**config.mk**
```make
export PLATFORM = sky130hd
export DESIGN_NAME = energy_rest_tracker
export DESIGN_NICKNAME = d
export VERILOG_FILES = /design/src/rtl/energy_rest_tracker.sv
export SDC_FILE = /design/constraint.sdc
export NUM_CORES = 1
export LEC_CHECK = 0
export ABC_AREA = 1
export BUFFER_PORTS_ARGS = -buffer_cell sky130_fd_sc_hd__buf_2
export CORE_MARGIN = 5
export CORE_UTILIZATION = 40
export CTS_BUF_LIST = sky130_fd_sc_hd__clkbuf_4 sky130_fd_sc_hd__clkbuf_8 sky130_fd_sc_hd__clkbuf_16
export CTS_CLUSTER_SIZE = 25
export DETAILED_ROUTE_END_ITERATION = 7
export PLACE_DENSITY = 0.6
export SYNTH_ARGS = -nofsm -noshare
export SYNTH_HDL_FRONTEND = slang
export SYNTH_SLANG_ARGS = --single-unit
```
**constraint.sdc**
```tcl
create_clock -name clk -period 5.1 [get_ports clk]
set_input_delay 0.765 -clock clk [delete_from_list [all_inputs] [get_ports clk]]
set_output_delay 0.765 -clock clk [all_outputs]
set_load 0.01 [all_outputs]
```
**src/rtl/energy_rest_tracker.sv**
```systemverilog
// energy_rest_tracker: turns a debounced active-low sensor into a saturating
// energy level. A long enough low period enters REST, where the level climbs;
// while released the level optionally decays.
// Build option: define ENERGY_DECAY_EN to enable level decay while AWAKE.
//
// state  | meaning
// -------+-----------------------------------------------------------
// AWAKE  | sensor released; decay phase runs when decay is enabled
// SETTLE | sensor low, counting ticks until the hold time is met
// REST   | sustained low; level recovers every RECOVER_TICKS ticks
module energy_rest_tracker #(
   parameter int TICK_DIV      = 50000,
   parameter int HOLD_TICKS    = 3000,
   parameter int RECOVER_TICKS = 2000,
   parameter int DECAY_TICKS   = 5000,
   parameter int LEVEL_MAX     = 5,
   parameter int LEVEL_INIT    = 3
) (
   input  logic                             clk,
   input  logic                             reset,
   input  logic                             sensor_in,
   output logic [$clog2(LEVEL_MAX+1)-1:0]   level,
   output logic                             resting,
   output logic                             level_up,
   output logic                             level_down,
   output logic                             level_full,
   output logic                             level_empty
);

   localparam int LW    = $clog2(LEVEL_MAX + 1);
   localparam int CW    = $clog2(TICK_DIV);
   localparam int PMAX0 = (HOLD_TICKS > RECOVER_TICKS) ? HOLD_TICKS : RECOVER_TICKS;
   localparam int PMAX  = (PMAX0 > DECAY_TICKS) ? PMAX0 : DECAY_TICKS;
   localparam int PW    = (PMAX > 1) ? $clog2(PMAX) : 1;

   typedef enum logic [1:0] {
      AWAKE  = 2'd0,
      SETTLE = 2'd1,
      REST   = 2'd2
   } state_t;

   state_t          state_q, state_d;
   logic [CW-1:0]   cnt_q, cnt_d;
   logic [PW-1:0]   phase_q, phase_d;
   logic [LW-1:0]   level_q, level_d;
   logic            resting_q, resting_d;
   logic            level_up_q, level_up_d;
   logic            level_down_d;
   logic            level_full_q, level_full_d;
   logic            level_empty_q, level_empty_d;
   logic            tick;

   // Free-running prescaler; state changes never disturb it.
   assign tick  = (cnt_q == CW'(TICK_DIV - 1));
   assign cnt_d = tick ? '0 : cnt_q + 1'b1;

   // Next-state, phase and level computation; sensor changes win over ticks.
   always_comb begin
      state_d      = state_q;
      phase_d      = phase_q;
      level_d      = level_q;
      level_up_d   = 1'b0;
      level_down_d = 1'b0;
      case (state_q)
         AWAKE: begin
            if (!sensor_in) begin
               state_d = SETTLE;
               phase_d = '0;
            end
`ifdef ENERGY_DECAY_EN
            else if (tick) begin
               if (phase_q == PW'(DECAY_TICKS - 1)) begin
                  phase_d = '0;
                  if (level_q != '0) begin
                     level_d      = level_q - 1'b1;
                     level_down_d = 1'b1;
                  end
               end else begin
                  phase_d = phase_q + 1'b1;
               end
            end
`endif
         end
         SETTLE: begin
            if (sensor_in) begin
               state_d = AWAKE;
               phase_d = '0;
            end else if (tick) begin
               if (phase_q == PW'(HOLD_TICKS - 1)) begin
                  state_d = REST;
                  phase_d = '0;
               end else begin
                  phase_d = phase_q + 1'b1;
               end
            end
         end
         REST: begin
            if (sensor_in) begin
               state_d = AWAKE;
               phase_d = '0;
            end else if (tick) begin
               if (phase_q == PW'(RECOVER_TICKS - 1)) begin
                  phase_d = '0;
                  if (level_q < LW'(LEVEL_MAX)) begin
                     level_d    = level_q + 1'b1;
                     level_up_d = 1'b1;
                  end
               end else begin
                  phase_d = phase_q + 1'b1;
               end
            end
         end
         default: begin
            state_d = AWAKE;
            phase_d = '0;
         end
      endcase
      resting_d     = (state_d == REST);
      level_full_d  = (level_d == LW'(LEVEL_MAX));
      level_empty_d = (level_d == '0);
   end

   // State, counters and registered outputs.
   always_ff @(posedge clk or negedge reset) begin
      if (!reset) begin
         state_q       <= AWAKE;
         cnt_q         <= '0;
         phase_q       <= '0;
         level_q       <= LW'(LEVEL_INIT);
         resting_q     <= 1'b0;
         level_up_q    <= 1'b0;
         level_full_q  <= (LEVEL_INIT == LEVEL_MAX);
         level_empty_q <= (LEVEL_INIT == 0);
      end else begin
         state_q       <= state_d;
         cnt_q         <= cnt_d;
         phase_q       <= phase_d;
         level_q       <= level_d;
         resting_q     <= resting_d;
         level_up_q    <= level_up_d;
         level_full_q  <= level_full_d;
         level_empty_q <= level_empty_d;
      end
   end

`ifdef ENERGY_DECAY_EN
   logic level_down_q;

   // Decrement pulse register, present only when decay is built in.
   always_ff @(posedge clk or negedge reset) begin
      if (!reset) level_down_q <= 1'b0;
      else        level_down_q <= level_down_d;
   end

   assign level_down = level_down_q;
`else
   logic unused_down;
   assign unused_down = level_down_d;
   assign level_down  = 1'b0;
`endif

   assign level       = level_q;
   assign resting     = resting_q;
   assign level_up    = level_up_q;
   assign level_full  = level_full_q;
   assign level_empty = level_empty_q;

endmodule

```
==> results.toml <==
[logic_synthesis]
netlist_top_cells_count = "74 x nand2_1, 55 x inv_1, 50 x nor2_1"
async_flop_share_pct = 100
synth_area_leaders = "dfrtp_1 39%, nand2_1 12%, inv_1 8.9%, nor2_1 8.1%, nand3_1 4.5%"
synth_ff_type = "dfrtp_1"
postSynthCellCount = 317
ys_types = 34
mappedNetlistNets = 327
synth_most_common_cell = "nand2_1"
syn-mean-instance-area_um2 = 7.32
yosys.area.top_type_share_pct = 38.8
synth_edf_count = 0
synthesis.area_um2 = 2320
ys_seq_area_share_pct = 41.1
ys_seq_elements = 38
yosys_warnings = 0
yosysTopAreaCell = "dfrtp_1"

[die]
dieArea_um2 = 7420
die_w_um = 86.2
num_rows = 27
start_util_pct = 41.6
io_pins = 11
die_y_um = 86.2
core_um2 = 5570

[clocking]
clock_tree.buffer_depth = 2
cts_tree = "yes"
htree_num_levels = 2
holdBufCountCts = 0
cts-resized-gates = 0
cts_root_buf = "clkbuf_8"
cts_buffers = 5
path_clk_slew_ns = 0.07
insertion_delay_ns = 0.29
clock_sinks = 38
postCtsSetupBuffers = 0

[route]
drt_iter0_drc = 83
dr_total_vias = 1893
drc = 0
first_pass_iters = 4
detail-route-antenna-nets = 0
wirelength_um = 4560
viasPerCell = 4.69
drt-wirelength-per-cell_um = 11.3

[pwr]
finalPower_uw = 676
ir_drop_mv = 0.153
p_leak_uw = 0.00136
powerDensity_nw_per_um2 = 266

[sta]
fin_crit_ns = 1.86
finalHoldViolCount = 0
fmax_ghz = 0.536
fin_crit_sh_pct = 36.6
tns_ns = 0
fin_worst_skew_ns = 0.00632
rsz0062_at_grt = "false"
slew_headroom_pct = 42.0
final_max_slew_viol_count = 0
worstMarginPinSlew_ns = 0.869
setup_viol = 0

[setup_path]
r2r_end = "phase_q[2]"
critPathCaptureType = "flip-flop"
crit_arrival_ns = 2.09
crit_path_max_fanout = 6
reg2reg_from = "state_q[0]"
reg2reg_slack_ns = 3.24
reg2reg_depth = 10
start_kind = "flip-flop"
required_ns = 5.32
crit_type = "reg2reg"

[placement]
post-dp-hpwl_um = 3520
port_buffers = 9
place_congestion = 0.912

[flow_run]
cap_viol_max_count = 0

[global_routing]
grt_max_degree = 39
track_usage_pct = 13.8
antenna_found_initial = 0
grt_pass1_vias = 1876
grt_overflow = 0
grt_pass1_wl_um = 8220

[finish]
n_antenna_cell = 0
regArea_um2 = 953
fillers = 570
drive_gt1_share_pct = 11.4
multi_input_comb_area_um2 = 1120
nets = 341
synthToLayoutAreaGrowth_pct = 9.60
final_util_pct = 45.6

[worst_hold_path]
hold_depth = 1
hold_start = "cnt_q[0]"
min_path_type = "reg2reg"
hold-path-endpoint = "cnt_q[0]"

[status]
status = "finished clean"
## area by class of cell
class / instances / share of cell area, %
repair buffers: 9 / 1.77
multi-input cells: 217 / 44.0
inverters: 60 / 8.86
flip-flops and latches: 38 / 37.5
clock buffers: 8 / 4.33
well taps: 72 / 3.54
## logic make-up (layout without fill, tap and decap cells)
group                    Yosys count  after routing  share of synthesized area (%)
other                              1              1                          0.162
XOR/XNOR                           8              8                           3.02
adder cells (fa/ha/maj)            7              7                           3.78
multiplexers                       1              1                          0.432
buffers and inverters             62             77                           10.7
flip-flops                        38             38                           41.1
AND/OR/NAND/NOR                  174            174                           34.5
AO/OA/AOI/OAI                     26             26                           6.36
## metal layers
metal	track usage, %	up-vias	part of all wire, %
met5	0	-	0
met4	4.75	0	0.57
met3	2.88	2	2.4
met2	23.9	18	50
met1	16.8	864	47
li1	-	1009	-
## power breakdown
group | switching, µW | internal [µW] | leakage, µW
Clock | 105 | 137 | 0.0000575
Sequential | 7.05 | 309 | 0.000502
Combinational | 83.1 | 35.2 | 0.000804
## cell usage in the layout, fill, tap and decap left out, drive strengths merged
cell type and count:
dfrtp 36, conb 1, nor3b 1, clkbuf 8, buf 9, o21bai 2
nor2b 1, o21ai 13, xor2 8, o21a 1, nand2 79, a21oi 8
nor4 3, ha 7, mux2i 1, inv 60, dfstp 2, nand3 23
a31oi 2, nor2 53, nor3 8, nand4 6
## worst max-delay path, stage by stage (launching register included)
cell,delay [ns]
dfrtp_1,0.41
inv_1,0.12
ha_1,0.16
inv_1,0.04
nor2_1,0.20
inv_1,0.15
o21ai_2,0.31
nand2_1,0.11
nand2_1,0.14
nand2_1,0.07
nor2_1,0.08
## how the worst max path moves through the flow
| stage | from | endpoint | slack, ns | depth (start not counted) |
|---|---|---|---|---|
| 2_1_floorplan | sensor_in | phase_q[7] | 3.34 | 7 |
| 3_3_place_gp | sensor_in | phase_q[3] | 3.10 | 8 |
| 3_5_place_dp | sensor_in | phase_q[12] | 3.05 | 8 |
| 4_1_cts | state_q[0] | phase_q[2] | 3.22 | 10 |
| 5_1_grt | state_q[0] | phase_q[12] | 3.03 | 10 |
| 6_report | state_q[0] | phase_q[2] | 3.24 | 10 |
## stage by stage
stage / area [µm²] / setup WS, ns / hold slack, ns / instances
finish: 2540 / 3.24 / 0.473 / 404
global route: 2540 / 3.03 / 0.505 / 404
CTS: 2540 / 3.22 / 0.476 / 404
detailed placement: 2430 / 3.05 / 0.459 / 396
global placement: 2430 / 3.10 / 0.451 / 396
floorplan: 2320 / 3.34 / 0.433 / 317
## registers in the layout (all words and copies together) (netlist names)
name / flops
level_full: 1
phase_q: 13
resting: 1
level_up: 1
level_empty: 1
level: 3
state_q: 2
cnt_q: 16
Power figures use the tool's default switching activity.
